$ cat src/rtl/pwm_ctrl_pkg.sv
// Shared constants and types for the SPI register scheduler: register map,
// transaction entry layout and scheduler FSM states.
package pwm_ctrl_pkg;

  localparam int ADDR_W  = 7;
  localparam int DATA_W  = 8;
  localparam int ENTRY_W = ADDR_W + DATA_W;

  localparam logic [ADDR_W-1:0] ADDR_EN_LO   = 7'd0;
  localparam logic [ADDR_W-1:0] ADDR_EN_HI   = 7'd1;
  localparam logic [ADDR_W-1:0] ADDR_MODE_LO = 7'd2;
  localparam logic [ADDR_W-1:0] ADDR_MODE_HI = 7'd3;
  localparam logic [ADDR_W-1:0] ADDR_DUTY    = 7'd4;

  typedef enum logic [1:0] {
    S_IDLE        = 2'd0,
    S_APPLY       = 2'd1,
    S_WAIT_PERIOD = 2'd2
  } state_t;

endpackage

$ cat src/rtl/sync_fifo.sv
// Single-clock FIFO with an extra pointer bit to tell full from empty.
// A push while full is ignored even when a pop happens in the same cycle.
module sync_fifo #(
  parameter int WIDTH = 15,
  parameter int DEPTH = 4
) (
  input  logic             clk,
  input  logic             rst_n,
  input  logic             push,
  input  logic             pop,
  input  logic [WIDTH-1:0] din,
  output logic [WIDTH-1:0] dout,
  output logic             full,
  output logic             empty
);

  localparam int PW = $clog2(DEPTH);

  logic [WIDTH-1:0] mem [DEPTH];
  logic [PW:0]      wr_ptr;
  logic [PW:0]      rd_ptr;
  logic             do_push;
  logic             do_pop;

  assign empty   = (wr_ptr == rd_ptr);
  assign full    = (wr_ptr[PW] != rd_ptr[PW]) && (wr_ptr[PW-1:0] == rd_ptr[PW-1:0]);
  assign do_push = push && !full;
  assign do_pop  = pop && !empty;
  assign dout    = mem[rd_ptr[PW-1:0]];

  always_ff @(posedge clk or negedge rst_n) begin
    if (!rst_n) begin
      wr_ptr <= '0;
      rd_ptr <= '0;
    end else begin
      if (do_push) wr_ptr <= wr_ptr + (PW+1)'(1);
      if (do_pop)  rd_ptr <= rd_ptr + (PW+1)'(1);
    end
  end

  always_ff @(posedge clk) begin
    if (do_push) mem[wr_ptr[PW-1:0]] <= din;
  end

endmodule

$ cat src/rtl/spi_reg_scheduler.sv
// Queues SPI register writes and applies them in order; enable/mode bytes take
// effect at once, duty is held back until the PWM period wraps.
module spi_reg_scheduler
  import pwm_ctrl_pkg::*;
#(
  parameter int MAX_ADDR   = 4,
  parameter int FIFO_DEPTH = 4
) (
  input  logic              clk,
  input  logic              rst_n,
  input  logic              wr_valid,
  input  logic [ADDR_W-1:0] wr_addr,
  input  logic [DATA_W-1:0] wr_data,
  output logic              wr_ready,
  input  logic              period_end,
  output logic [15:0]       en_out,
  output logic [15:0]       pwm_mode,
  output logic [DATA_W-1:0] duty,
  output logic              duty_pending,
  output logic [7:0]        drop_cnt,
  output logic              busy,
  output state_t            fsm_state
);

  // Handshake: an entry transfers on a rising edge where wr_valid && wr_ready;
  // wr_ready depends only on registered queue state, never on wr_valid.

  state_t             state, state_nxt;
  logic [ENTRY_W-1:0] fifo_dout;
  logic [ENTRY_W-1:0] hold;
  logic [DATA_W-1:0]  duty_shadow;
  logic               fifo_full, fifo_empty;
  logic               pop;
  logic               do_drop, wr_en_lo, wr_en_hi, wr_mode_lo, wr_mode_hi;
  logic               stage_duty, commit;
  logic [ADDR_W-1:0]  hold_addr;
  logic [DATA_W-1:0]  hold_data;
  logic               addr_bad;

  assign hold_addr = hold[ENTRY_W-1:DATA_W];
  assign hold_data = hold[DATA_W-1:0];
  assign addr_bad  = (hold_addr > ADDR_W'(MAX_ADDR));
  assign wr_ready  = !fifo_full;
  assign busy      = (state != S_IDLE) || !fifo_empty;
  assign fsm_state = state;

  sync_fifo #(.WIDTH(ENTRY_W), .DEPTH(FIFO_DEPTH)) u_fifo (
    .clk   (clk),
    .rst_n (rst_n),
    .push  (wr_valid),
    .pop   (pop),
    .din   ({wr_addr, wr_data}),
    .dout  (fifo_dout),
    .full  (fifo_full),
    .empty (fifo_empty)
  );

  always_ff @(posedge clk or negedge rst_n) begin
    if (!rst_n) state <= S_IDLE;
    else        state <= state_nxt;
  end

  always_comb begin
    state_nxt = state;
    case (state)
      S_IDLE:        if (!fifo_empty) state_nxt = S_APPLY;
      S_APPLY:       state_nxt = (!addr_bad && hold_addr == ADDR_DUTY) ? S_WAIT_PERIOD : S_IDLE;
      S_WAIT_PERIOD: if (period_end || en_out == 16'h0000) state_nxt = S_IDLE;
      default:       state_nxt = S_IDLE;
    endcase
  end

  always_comb begin
    pop        = 1'b0;
    do_drop    = 1'b0;
    wr_en_lo   = 1'b0;
    wr_en_hi   = 1'b0;
    wr_mode_lo = 1'b0;
    wr_mode_hi = 1'b0;
    stage_duty = 1'b0;
    commit     = 1'b0;
    case (state)
      S_IDLE:  pop = !fifo_empty;
      S_APPLY: begin
        if (addr_bad) do_drop = 1'b1;
        else begin
          wr_en_lo   = (hold_addr == ADDR_EN_LO);
          wr_en_hi   = (hold_addr == ADDR_EN_HI);
          wr_mode_lo = (hold_addr == ADDR_MODE_LO);
          wr_mode_hi = (hold_addr == ADDR_MODE_HI);
          stage_duty = (hold_addr == ADDR_DUTY);
        end
      end
      // With all outputs disabled the PWM counter stalls, so commit immediately.
      S_WAIT_PERIOD: commit = period_end || (en_out == 16'h0000);
      default: ;
    endcase
  end

  always_ff @(posedge clk or negedge rst_n) begin
    if (!rst_n) begin
      hold         <= '0;
      en_out       <= '0;
      pwm_mode     <= '0;
      duty         <= '0;
      duty_shadow  <= '0;
      duty_pending <= 1'b0;
      drop_cnt     <= '0;
    end else begin
      if (pop)        hold           <= fifo_dout;
      if (wr_en_lo)   en_out[7:0]    <= hold_data;
      if (wr_en_hi)   en_out[15:8]   <= hold_data;
      if (wr_mode_lo) pwm_mode[7:0]  <= hold_data;
      if (wr_mode_hi) pwm_mode[15:8] <= hold_data;
      if (do_drop && drop_cnt != 8'hFF) drop_cnt <= drop_cnt + 8'd1;
      if (stage_duty) begin
        duty_shadow  <= hold_data;
        duty_pending <= 1'b1;
      end
      if (commit) begin
        duty         <= duty_shadow;
        duty_pending <= 1'b0;
      end
    end
  end

endmodule

$ cat config.mk
export PLATFORM = sky130hd
export DESIGN_NAME = spi_reg_scheduler
export DESIGN_NICKNAME = d
export VERILOG_FILES = /design/src/rtl/pwm_ctrl_pkg.sv /design/src/rtl/sync_fifo.sv /design/src/rtl/spi_reg_scheduler.sv
export SDC_FILE = /design/constraint.sdc
export NUM_CORES = 1
export LEC_CHECK = 0
export ABC_CLOCK_PERIOD_IN_PS = 3300
export CAP_MARGIN = 5
export CORE_MARGIN = 5
export CORE_UTILIZATION = 30
export CTS_CLUSTER_DIAMETER = 100
export DETAILED_ROUTE_END_ITERATION = 7
export DONT_BUFFER_PORTS = 1
export GPL_ROUTABILITY_DRIVEN = 0
export SLEW_MARGIN = 25
export SYNTH_ARGS = -nofsm -noshare
export SYNTH_HDL_FRONTEND = slang
export SYNTH_SLANG_ARGS = --single-unit
$ cat constraint.sdc
create_clock -name clk -period 3.3 [get_ports clk]
set_input_delay 0.99 -clock clk [delete_from_list [all_inputs] [get_ports clk]]
set_output_delay 0.99 -clock clk [all_outputs]
set_load 0.02 [all_outputs]
# --- Word level (Yosys, flattened, before mapping) ---
# Memory sizes are Yosys's and may differ from the RTL's. A register that Yosys moved wholly into a read port is not among the register bits.
# Index checks and enable logic that the tools add are counted.
op_classes:
  add_sub_neg: 3
  order_cmp: 1
  eq_ne: 12
  n_mux: 22
  n_reduce_logical: 17
ops:
  columns: ["cell", "n"]
  rows:
  - ["2-to-1 mux 1 bit", 18]
  - ["zero test 16 bit", 1]
  - ["equality test 7 x 2 -> 1 bit (second input constant)", 2]
  - ["adder 8 x 1 -> 8 bit (second input constant)", 1]
  - ["!= test 8 bit (second input constant)", 1]
  - ["equality test 7 x 1 -> 1 bit (second input constant)", 1]
  - ["equality test 7 x 3 -> 1 bit (second input constant)", 1]
  - ["> comparator 7 x 3 -> 1 bit (second input constant)", 1]
  - ["zero test 7 bit", 1]
  - ["adder 3 x 1 -> 3 bit (second input constant)", 2]
  - ["2-to-1 mux 2 bit", 3]
  - ["one-hot mux 2 bit (3 select lines)", 1]
  - ["logical AND 1 bit", 5]
  - ["zero test 1 bit", 4]
  - ["!= test 2 bit (second input constant)", 2]
  - ["nonzero test 2 bit", 2]
  - ["equality test 3 bit", 1]
  - ["equality test 2 x 1 -> 1 bit (second input constant)", 1]
  - ["equality test 2 bit", 1]
  - ["equality test 2 bit (second input constant)", 1]
  - ["zero test 2 bit", 1]
  - ["logical OR 1 bit", 2]
  - ["AND reduction 2 bit", 1]
  - ["!= test 1 bit", 1]
word_totals:
  regBits: 65
  ramBits: 60
  in_bits: 19
  output_inout_bits: 53
  elab_cells: 67
  mem_count: 1
memory_table:
  columns: ["name", "words", "width", "rd", "rd_clocked_by_memory_dff", "wr", "line_no", "text"]
  rows:
  - ["u_fifo.mem", 4, 15, 1, 1, 1, "sync_fifo.sv:19", "logic [WIDTH-1:0] mem [DEPTH];"]

# --- Logic depth before layout (Yosys ltp) ---
# Gate-level depths: netlist of the first run.
depth:
  ltp_word: 6
  ltp_mapped: 6
  ltp_nobuf: 4

# --- Hierarchy ---
# From an unflattened synthesis of the first run, not the netlist that was laid out.
hier_totals:
  cells_unflattened: 321
  hier_area_um2: 5646.7
modules_own_cells:
  columns: ["module", "instances", "cells_each", "area_each_um2", "seq_area_each_um2"]
  rows:
  - ["spi_reg_scheduler", 1, 194, 2961.6, 1851.8]
  - ["sync_fifo", 1, 127, 2685.1, 1951.9]

# --- Worst setup path before layout of the first run ---
# OpenSTA, ideal clock, no wires.
synth_timing:
  path_kind: "register to register"
  start: "register hold[11] (read register of u_fifo.mem)"
  end: "register pwm_mode[0]"
  setup_ns: 0.125
  arrival_time_ns: 2.060
  t_required_ns: 3.175
  setup_slack_ns: 1.115
  stages_incl_launch_ff: 6
  path_cell_list: "dfrtp_1 > or4_1 > or3_1 > buf_6 > nor3b_4 > mux2_2"
synth_between:
  elab_chain_len: 3
  elab_cells_between_ends: 4
synth_rtl:
  columns: ["element", "line_no", "text"]
  rows:
  - ["from (decl)", "spi_reg_scheduler.sv:30", "logic [ENTRY_W-1:0] hold;"]
  - ["> comparator 7 x 3 -> 1 bit or equality test 7 x 2 -> 1 bit (tied branches)", "spi_reg_scheduler.sv:42, spi_reg_scheduler.sv:89", null]
  - ["2-to-1 mux 1 bit (*)", "spi_reg_scheduler.sv:85", "if (addr_bad) do_drop = 1'b1;"]
  - ["2-to-1 mux 1 bit (*)", "spi_reg_scheduler.sv:82", "case (state)"]
  - ["to (signal assigned)", "spi_reg_scheduler.sv:113", "if (wr_mode_lo) pwm_mode[7:0] <= hold_data;"]
  - ["to (decl)", "spi_reg_scheduler.sv:17", "output logic [15:0] pwm_mode,"]
# Every way passes the cells marked *; elsewhere a longest branch is shown, timed or not.
# A chain may end at the register's enable or synchronous reset.

# --- Final worst setup path of the first run ---
layout_timing:
  start: "register u_fifo.rd_ptr[1]"
  end: "output port wr_ready"
layout_between:
  elab_chain_len: 3
layout_rtl:
  columns: ["element", "line_no", "text"]
  rows:
  - ["from (decl)", "sync_fifo.sv:21", "logic [PW:0] rd_ptr;"]
  - ["from (signal assigned)", "sync_fifo.sv:37", "if (do_pop) rd_ptr <= rd_ptr + (PW+1)'(1);"]
  - ["equality test 2 bit", "sync_fifo.sv:26", "assign full = (wr_ptr[PW] != rd_ptr[PW]) && (wr_ptr[PW-1:0] == rd_ptr[PW-1:0]);"]
  - ["logical AND 1 bit", "sync_fifo.sv:26", null]
  - ["zero test 1 bit", "spi_reg_scheduler.sv:43", "assign wr_ready = !fifo_full;"]
  - ["to (decl)", "spi_reg_scheduler.sv:14", "output logic wr_ready,"]
# Every way passes these cells.

==> results of run 1 <==
[flip-flops by register name, summed over array words and instances (netlist names)]
signal,count
duty_shadow,8
hold,15
u_fifo.wr_ptr,3
en_out,16
u_fifo.mem,60
pwm_mode,16
duty_pending,1
u_fifo.rd_ptr,3
drop_cnt,8
duty,8
fsm_state,2
[through the flow]
step	hold slack (ns)	instances	setup WS (ns)
final	0.275	559	0.391
after global routing	0.247	559	0.239
after CTS	0.250	559	0.308
after detailed placement	0.480	527	0.759
after global placement	0.477	527	0.802
after floorplan	0.462	300	1.12
[logic make-up after synthesis]
logic type               count (synthesis)  share of synthesized area (%)
flip-flops                             140                           69.7
AND/OR/NAND/NOR                         42                           5.07
XOR/XNOR                                13                           2.09
adder cells (fa/ha/maj)                  6                           1.38
multiplexers                            81                           19.8
buffers and inverters                   11                           1.01
AO/OA/AOI/OAI                            7                          0.986
[cell type report]
cell class,instances,area (um^2)
fillers,1681,11600
flip-flops and latches,140,3800
multi-input cells,149,1600
clock buffers,23,522
well taps,229,287
clock inverters,9,103
repair buffers,6,45.0
inverters,3,11.3
[path summary, 6_finish.rpt]
kind	slack [ns]	from	cells after the start	to
min in group clk	0.50	u_fifo.wr_ptr[2]	1	u_fifo.wr_ptr[2]
max in group asynchronous	2.92	rst_n	0	hold[13]
worst min register to register	0.50	u_fifo.wr_ptr[2]	1	u_fifo.wr_ptr[2]
worst min-delay path	0.27	rst_n	0	en_out[15]
worst max register to register	0.80	hold[11]	4	pwm_mode[3]
worst max-delay path	0.39	u_fifo.rd_ptr[1]	2	wr_ready
[per-layer routing]
metal / track usage (%) / vias up / wire length, um
met5: 0 / - / 0
met4: 4.27 / 0 / 122
met3: 5.65 / 8 / 989
met2: 17.5 / 71 / 5260
met1: 12.7 / 1395 / 4440
li1: - / 1179 / -
[critical path, delay by kind of cell (launching register included)]
kind,cells,cell delay (ns)
xor+xnor,1,0.26
simple gates,1,0.37
flops,1,0.88
[power by group]
group          internal, mW  switching [mW]  total [mW]
logic                 0.794           0.634        1.43
registers              2.40           0.762        3.16
clock network          1.27           0.696        1.96
[cell usage in the layout, fill, tap and decap left out, types with 3 or more instances in the layout]
master and n:
and3_1 7, buf_4 6, clkbuf_16 20, clkinv_2 4
dfrtp_1 80, edfxtp_1 60, ha_1 6, inv_1 3
mux2_2 65, mux4_2 15, nand2_1 6, nand3_1 4
nand4_1 4, nor2_1 4, nor4_1 5, xnor2_1 11
==> run_results.csv, run 1 <==
group,metric,value,unit
critical_path,path_cells,"xnor2_1, nand3b_1",
cts,cts_post_setup_buffers_inserted,0,
floorplan,start_util,30.4,%
routing,wirelength,10800,um
timing,rsz0062_at_grt,"no",
power,ir_drop,0.367,mV
floorplan,fp.dieW,145,um
critical_path,max_stage_delay,0.88,ns
power,power_density,1030,nW/um^2
power,power.total,6.55,mW
critical_path,end_kind,"output port",
critical_path,critPathRequiredTime,2.31,ns
yosys,synth.most_common_cell,"dfrtp_1",
timing,tns,0,ns
yosys,seq_area_frac_synth,69.7,%
critical_path,crit_type,"reg2out",
placement,place_hpwl,7290,um
yosys,synth_cell_types,34,
grt,grt_max_degree,81,
yosys,synthesis.area,5460,um^2
cts,htreeDepth,4,
final_layout,final_nets,342,
cts,cts_root_buf,"clkbuf_16",
routing,num_vias,2653,
routing,ant_nets,0,
critical_path,crit_path_top_delay_cell,"dfrtp_1",
timing,max_freq,344,MHz
cts,ctsHoldBuffers,0,
timing,slew-limit-headroom,44.5,%
timing,fin_crit_sh,88.1,%
floorplan,num_io_pins,72,
floorplan,row_count,49,
cts,tritoncts,"done",
hold_path,hold_path_class,"in2async",
grt,grt_overflow,0,
yosys,synth-seq-cells,140,
timing,finalHoldViolCount,0,
final_layout,drive_gt1_share,37.0,%
flow_run,drv_cap,0,
cts,clk_pin_slew,0.06,ns
yosys,async_flop_share,57.1,%
placement,post_dp_cell_area,5750,um^2
cts,clkSinkCount,140,
grt,antenna_found_initial,0,
yosys,ys.warnings.count,0,
yosys,synth_fp_nets,325,
final_layout,antenna_cells,0,
yosys,synthTopCellsByCount,"dfrtp_1, mux2_2, edfxtp_1",
routing,dr.first_iter.drc_count,152,
timing,worst_pin_slew,0.832,ns
cts,clkLatencyLatePin,0.41,ns
timing,finalSetupViolations,0,
routing,drc,0,
placement,port_buffers,0,
floorplan,die-area,21000,um^2
floorplan,core_area,18000,um^2
cts,numCtsBuffers,17,
cts,ctsResizeCount,0,
grt,grtUsageTotal,11.0,%
yosys,synth_flop_cell,"dfrtp_1",
grt,grt_pass1_vias,2885,
routing,drt_pass1_iterations,4,
routing,vias_per_cell,4.75,
critical_path,start_kind,"flip-flop",
yosys,synth_edf_count,60,
final_layout,finish.instance_area,6370,um^2
routing,wl_per_cell,19.3,um
final_layout,fin_util,35.5,%
power,p_leak,2.57,nW
yosys,synth_area_leaders,"dfrtp_1, edfxtp_1, mux2_2",
yosys,yosysTopAreaCell,"dfrtp_1",
yosys,yosysTopAreaCellShare,36.7,%
grt,grt_pass1_wl,16900,um
status,status,"completed",
timing,drv_slew,0,
critical_path,crit_arrival,1.92,ns
cts,cts_buffer_depth,2,
floorplan,fp.dieH,145,um
critical_path,cp_max_fo,18,
yosys,synth_cells,300,
timing,fin_skew,0.00502,ns
timing,period_needed,2.91,ns
final_layout,area_delta_synth_final,16.7,%
yosys,syn_area_per_cell,18.2,um^2
Note: power is estimated with default switching activity, not from simulation.
==> run 2: changes to the inputs <==
--- a/config.mk
+++ b/config.mk
@@ -5,7 +5,7 @@
 export SDC_FILE = /design/constraint.sdc
 export NUM_CORES = 1
 export LEC_CHECK = 0
-export ABC_CLOCK_PERIOD_IN_PS = 3300
+export ABC_CLOCK_PERIOD_IN_PS = 2900
 export CAP_MARGIN = 5
 export CORE_MARGIN = 5
 export CORE_UTILIZATION = 30
==> constraint.sdc (replaced) <==
create_clock -name clk -period 2.9 [get_ports clk]
set_input_delay 0.87 -clock clk [delete_from_list [all_inputs] [get_ports clk]]
set_output_delay 0.87 -clock clk [all_outputs]
set_load 0.02 [all_outputs]
==> run_results.csv, run 2 (synthesis results as in run 1) <==
group,metric,value,unit
power,seqPwrFrac,47.3,%
power,p_switching,2.41,mW
floorplan,start_util,30.4,%
routing,wl_per_cell,19.1,um
critical_path,cp_max_fo,8,
routing,vias_per_cell,4.72,
routing,ant_nets,0,
grt,grtUsageTotal,10.8,%
cts,cts_root_buf,"clkbuf_16",
grt,grt_pass1_vias,2857,
routing,num_vias,2641,
critical_path,rr_endpoint,"pwm_mode[1]",
timing,rsz0062_at_grt,"no",
cts,numCtsBuffers,17,
status,status,"completed",
power,power_density,1180,nW/um^2
floorplan,die-area,21000,um^2
cts,htreeDepth,4,
critical_path,regToRegSetupSlack,0.43,ns
placement,port_buffers,0,
timing,worst_pin_slew,0.832,ns
critical_path,start_kind,"flip-flop",
timing,fin_crit_sh,85.1,%
critical_path,ff2ff_path_depth,4,
power,ir_drop,0.451,mV
final_layout,final_cell_mix,"dfrtp_1, mux2_2, edfxtp_1, clkbuf_16, mux4_2",
timing,period_needed,2.47,ns
routing,drt_pass1_iterations,4,
cts,ctsHoldBuffers,0,
critical_path,path_buf_inv,0,
power,power.internal,5.12,mW
timing,max_freq,405,MHz
critical_path,r2r-start,"hold[11]",
cts,cts_buffer_depth,2,
final_layout,antenna_cells,0,
final_layout,fin_util,35.6,%
flow_run,drv_cap,0,
power,p_comb_share,22.2,%
final_layout,drive_gt1_share,37.6,%
power,switching_share,32.0,%
timing,finalSetupViolations,0,
floorplan,row_count,49,
final_layout,fill_cells,1662,
timing,slew-limit-headroom,44.5,%
final_layout,final_nets,342,
final_layout,area_delta_synth_final,17.1,%
timing,tns,0,ns
floorplan,fp.dieH,145,um
timing,whs,0.149,ns
routing,dr.first_iter.drc_count,129,
final_layout,layout_commonest_cell,"dfrtp_1",
routing,wirelength,10700,um
floorplan,fp.dieW,145,um
grt,grt_overflow,0,
routing,drc,0,
final_layout,largest_reg_flops,60,
cts,ctsResizeCount,0,
critical_path,path_cells,"or4_1, or3_1, nor3b_4, mux2_2",
grt,grt_max_degree,81,
critical_path,crit_family,"simple AND/OR/NAND/NOR gates",
cts,tritoncts,"done",
critical_path,crit_arrival,2.77,ns
critical_path,max_stage_delay,0.55,ns
grt,grt_pass1_wl,16600,um
cts,clkSinkCount,140,
critical_path,end_kind,"flip-flop",
power,p_leak,2.59,nW
critical_path,crit_path_top_delay_cell,"nor3b_4",
placement,place_hpwl,7380,um
critical_path,critPathRequiredTime,3.20,ns
cts,cts_post_setup_buffers_inserted,0,
cts,clkLatencyLatePin,0.41,ns
cts,clk_pin_slew,0.06,ns
timing,fin_skew,0.00850,ns
timing,finalHoldViolCount,0,
floorplan,num_io_pins,72,
hold_path,hold_path_class,"in2async",
power,clkPwrFrac,30.6,%
grt,antenna_found_initial,0,
critical_path,crit_type,"reg2reg",
floorplan,core_area,18000,um^2
timing,drv_slew,0,
[run 2: worst reg2reg max path, cell delays in order, from the launching register on]
cell and delay [ns]:
dfrtp_1 0.38, or4_1 0.54, or3_1 0.48, nor3b_4 0.55, mux2_2 0.40
[run 2: area by class of cell]
type	count	area [um^2]	area share (%)
clock buffers	21	497	7.77
clock inverters	11	151	2.37
inverters	3	11.3	0.176
multi-input cells	149	1600	25.0
flip-flops and latches	140	3800	59.5
well taps	229	287	4.48
repair buffers	6	45.0	0.704
[run 2: worst max-delay path by stage]
stage             start          end  slack (ns)  depth (start not counted)
5_1_grt        hold[11]  pwm_mode[1]        0.34                          4
3_3_place_gp   hold[11]  pwm_mode[4]        0.45                          4
4_1_cts        hold[11]  pwm_mode[1]        0.40                          4
6_report       hold[11]  pwm_mode[1]        0.43                          4
2_1_floorplan  hold[11]  pwm_mode[0]        0.72                          5
3_5_place_dp   hold[11]  pwm_mode[1]        0.41                          4
[run 2: power groups by stage]
stage | sequential [mW] | combinational (mW) | clock, mW
after floorplan | 3.35 | 1.41 | 0
after global placement | 3.60 | 1.66 | 0
after detailed placement | 3.62 | 1.70 | 0
after CTS | 3.59 | 1.71 | 2.36
after global routing | 3.65 | 1.85 | 2.45
final | 3.56 | 1.67 | 2.30
[run 2: stage by stage]
step	area, um^2	total power [mW]	setup slack [ns]	instances
2_1_floorplan	5460	4.76	0.715	300
4_1_cts	6390	7.66	0.401	559
3_3_place_gp	5750	5.26	0.446	527
5_1_grt	6390	7.95	0.344	559
6_report	6390	7.54	0.431	559
3_5_place_dp	5750	5.33	0.411	527
[run 2: layer usage]
| layer | global-route usage, % | vias up | part of all wire, % |
|---|---|---|---|
| met4 | 3.68 | 0 | 1.3 |
| met2 | 16.9 | 63 | 49 |
| met5 | 0 | - | 0 |
| met3 | 6.21 | 9 | 9.9 |
| li1 | - | 1186 | - |
| met1 | 12.4 | 1383 | 40 |
==> run 3: changes to the inputs <==
--- a/config.mk
+++ b/config.mk
@@ -5,11 +5,11 @@
 export SDC_FILE = /design/constraint.sdc
 export NUM_CORES = 1
 export LEC_CHECK = 0
+export ABC_AREA = 1
 export ABC_CLOCK_PERIOD_IN_PS = 2900
 export CAP_MARGIN = 5
 export CORE_MARGIN = 5
 export CORE_UTILIZATION = 30
-export CTS_CLUSTER_DIAMETER = 100
 export DETAILED_ROUTE_END_ITERATION = 7
 export DONT_BUFFER_PORTS = 1
 export GPL_ROUTABILITY_DRIVEN = 0
==> run_results.csv, run 3 <==
group,metric,value,unit
status,status,"completed",
yosys,synth.most_common_cell,"nand2_1",
floorplan,start_util,30.5,%
yosys,synth_cell_types,30,
cts,cts_buffer_depth,2,
placement,place_hpwl,8210,um
yosys,synthesis.area,5730,um^2
cts,cts_root_buf,"clkbuf_16",
yosys,synthAdderAreaFrac,1.31,%
cts,htreeDepth,4,
yosys,async_flop_share,57.1,%
yosys,synth_cells,540,
placement,port_buffers,0,
yosys,synth_fp_nets,565,
cts,clkSinkCount,140,
timing,worst_pin_slew,0.859,ns
yosys,synth_top_family_by_area,"simple AND/OR/NAND/NOR gates",
timing,period_needed,2.50,ns
critical_path,path_buf_inv,0,
routing,drc,0,
critical_path,crit_arrival,1.63,ns
floorplan,fp.dieW,148,um
grt,grt_pass1_vias,3646,
yosys,yosysTopAreaCell,"dfrtp_1",
yosys,synth-simple-area-share,18.4,%
final_layout,layout_commonest_cell,"nand2_1",
timing,whs,0.150,ns
grt,grt_max_degree,81,
final_layout,area_delta_synth_final,14.5,%
critical_path,start_kind,"flip-flop",
floorplan,die-area,22000,um^2
yosys,synthTopCellsByCount,"nand2_1, dfrtp_1, edfxtp_1",
timing,fin_crit_sh,86.4,%
cts,clkLatencyLatePin,0.41,ns
power,ir_drop,0.384,mV
critical_path,end_kind,"output port",
flow_run,drv_cap,0,
final_layout,fill_cells,1847,
timing,fin_skew,0.0132,ns
routing,dr.first_iter.drc_count,263,
power,p_leak,2.83,nW
yosys,synth-seq-cells,140,
cts,cts_post_setup_buffers_inserted,0,
timing,drv_slew,0,
grt,grt_overflow,0,
timing,slew-limit-headroom,42.7,%
yosys,ys.warnings.count,0,
floorplan,row_count,50,
yosys,synth_area_leaders,"dfrtp_1, edfxtp_1, nand2_1",
final_layout,final_cell_mix,"nand2_1, dfrtp_1, edfxtp_1, o21ai_0, nor2_1",
timing,max_freq,399,MHz
critical_path,max_stage_delay,0.52,ns
critical_path,cp_max_fo,4,
hold_path,hold_path_class,"in2async",
cts,clk_pin_slew,0.06,ns
yosys,synth_edf_count,60,
floorplan,num_io_pins,72,
cts,ctsResizeCount,0,
critical_path,crit_type,"reg2out",
yosys,synth.area.mux_share,0,%
critical_path,crit_path_top_delay_cell,"dfrtp_1",
final_layout,largest_reg_flops,60,
cts,numCtsBuffers,17,
timing,finalHoldViolCount,0,
yosys,syn_area_per_cell,10.6,um^2
critical_path,path_cells,"nor2_1, nand4_1",
final_layout,drive_gt1_share,9.64,%
critical_path,crit_family,"simple AND/OR/NAND/NOR gates",
routing,num_vias,3648,
routing,ant_nets,0,
final_layout,antenna_cells,0,
timing,rsz0062_at_grt,"no",
timing,tns,0,ns
timing,finalSetupViolations,0,
grt,antenna_found_initial,0,
yosys,synthXorXnorAreaFrac,1.64,%
routing,vias_per_cell,4.59,
final_layout,final_nets,572,
floorplan,fp.dieH,148,um
yosys,yosysTopAreaCellShare,34.9,%
yosys,seq_area_frac_synth,66.4,%
yosys,synth_compound_gate_area_share,8.10,%
routing,drt_pass1_iterations,4,
routing,wirelength,12200,um
floorplan,core_area,18800,um^2
cts,ctsHoldBuffers,0,
final_layout,fin_util,34.9,%
critical_path,critPathRequiredTime,2.03,ns
grt,grt_pass1_wl,19500,um
power,power_density,1140,nW/um^2
routing,wl_per_cell,15.3,um
cts,tritoncts,"done",
yosys,synth_flop_cell,"dfrtp_1",
grt,grtUsageTotal,11.5,%
-- run 3: power by group --
| group | internal [mW] | switching, mW | total (mW) |
|---|---|---|---|
| combinational | 0.626 | 1.37 | 1.99 |
| clock | 1.43 | 0.777 | 2.20 |
| sequential | 2.66 | 0.619 | 3.28 |
-- run 3: metal layers --
layer,track usage (%),vias up,wire (um),share of wire (%)
li1,-,1815,-,-
met1,13.9,1733,5280,43
met2,18.5,89,5770,47
met3,4.94,11,1010,8.3
met4,4.30,0,119,0.98
met5,0,-,0,0
-- run 3: final timing paths --
path                                  startpoint           end  slack, ns  depth (start not counted)
worst max register to register  u_fifo.rd_ptr[0]       hold[2]       0.90                          6
worst min-delay path                       rst_n       duty[7]       0.15                          0
worst max-delay path                fsm_state[1]          busy       0.40                          2
max in group asynchronous                  rst_n  pwm_mode[13]       2.62                          0
min in group clk                         hold[0]       hold[0]       0.48                          2
worst min register to register           hold[0]       hold[0]       0.48                          2
-- run 3: worst reg2reg max path, delay by kind of cell (launching register included) --
kind                   cells  cell delay (ns)
AO/OA/AOI/OAI              2             0.44
buffers and inverters      2             0.92
AND/OR/NAND/NOR            2             0.15
flip-flops                 1             0.41
-- run 3: cell families after synthesis --
group                      Yosys count
and+or+nand+nor                    245
DFF                                140
AOI/OAI and AO/OA                   89
buffers and inverters               51
xor gates and xnor gates             9
adders and majority gates            6
-- run 3: final cells by class --
| class | instances | area, um^2 | area share, % |
|---|---|---|---|
| Timing Repair Buffer | 6 | 45.0 | 0.687 |
| Tap cell | 234 | 293 | 4.46 |
| Inverter | 33 | 124 | 1.89 |
| Sequential cell | 140 | 3800 | 58.0 |
| Clock inverter | 13 | 174 | 2.65 |
| Clock buffer | 19 | 433 | 6.60 |
| Multi-Input combinational cell | 349 | 1690 | 25.7 |
-- run 3: per-stage QoR --
step	instances	power, mW	worst slack [ns]	cell area (um^2)
6_report	794	7.48	0.395	6560
5_1_grt	794	8.00	0.297	6560
4_1_cts	794	7.61	0.276	6560
3_5_place_dp	762	5.36	0.731	5950
3_3_place_gp	762	5.26	0.715	5950
2_1_floorplan	540	4.82	0.789	5730
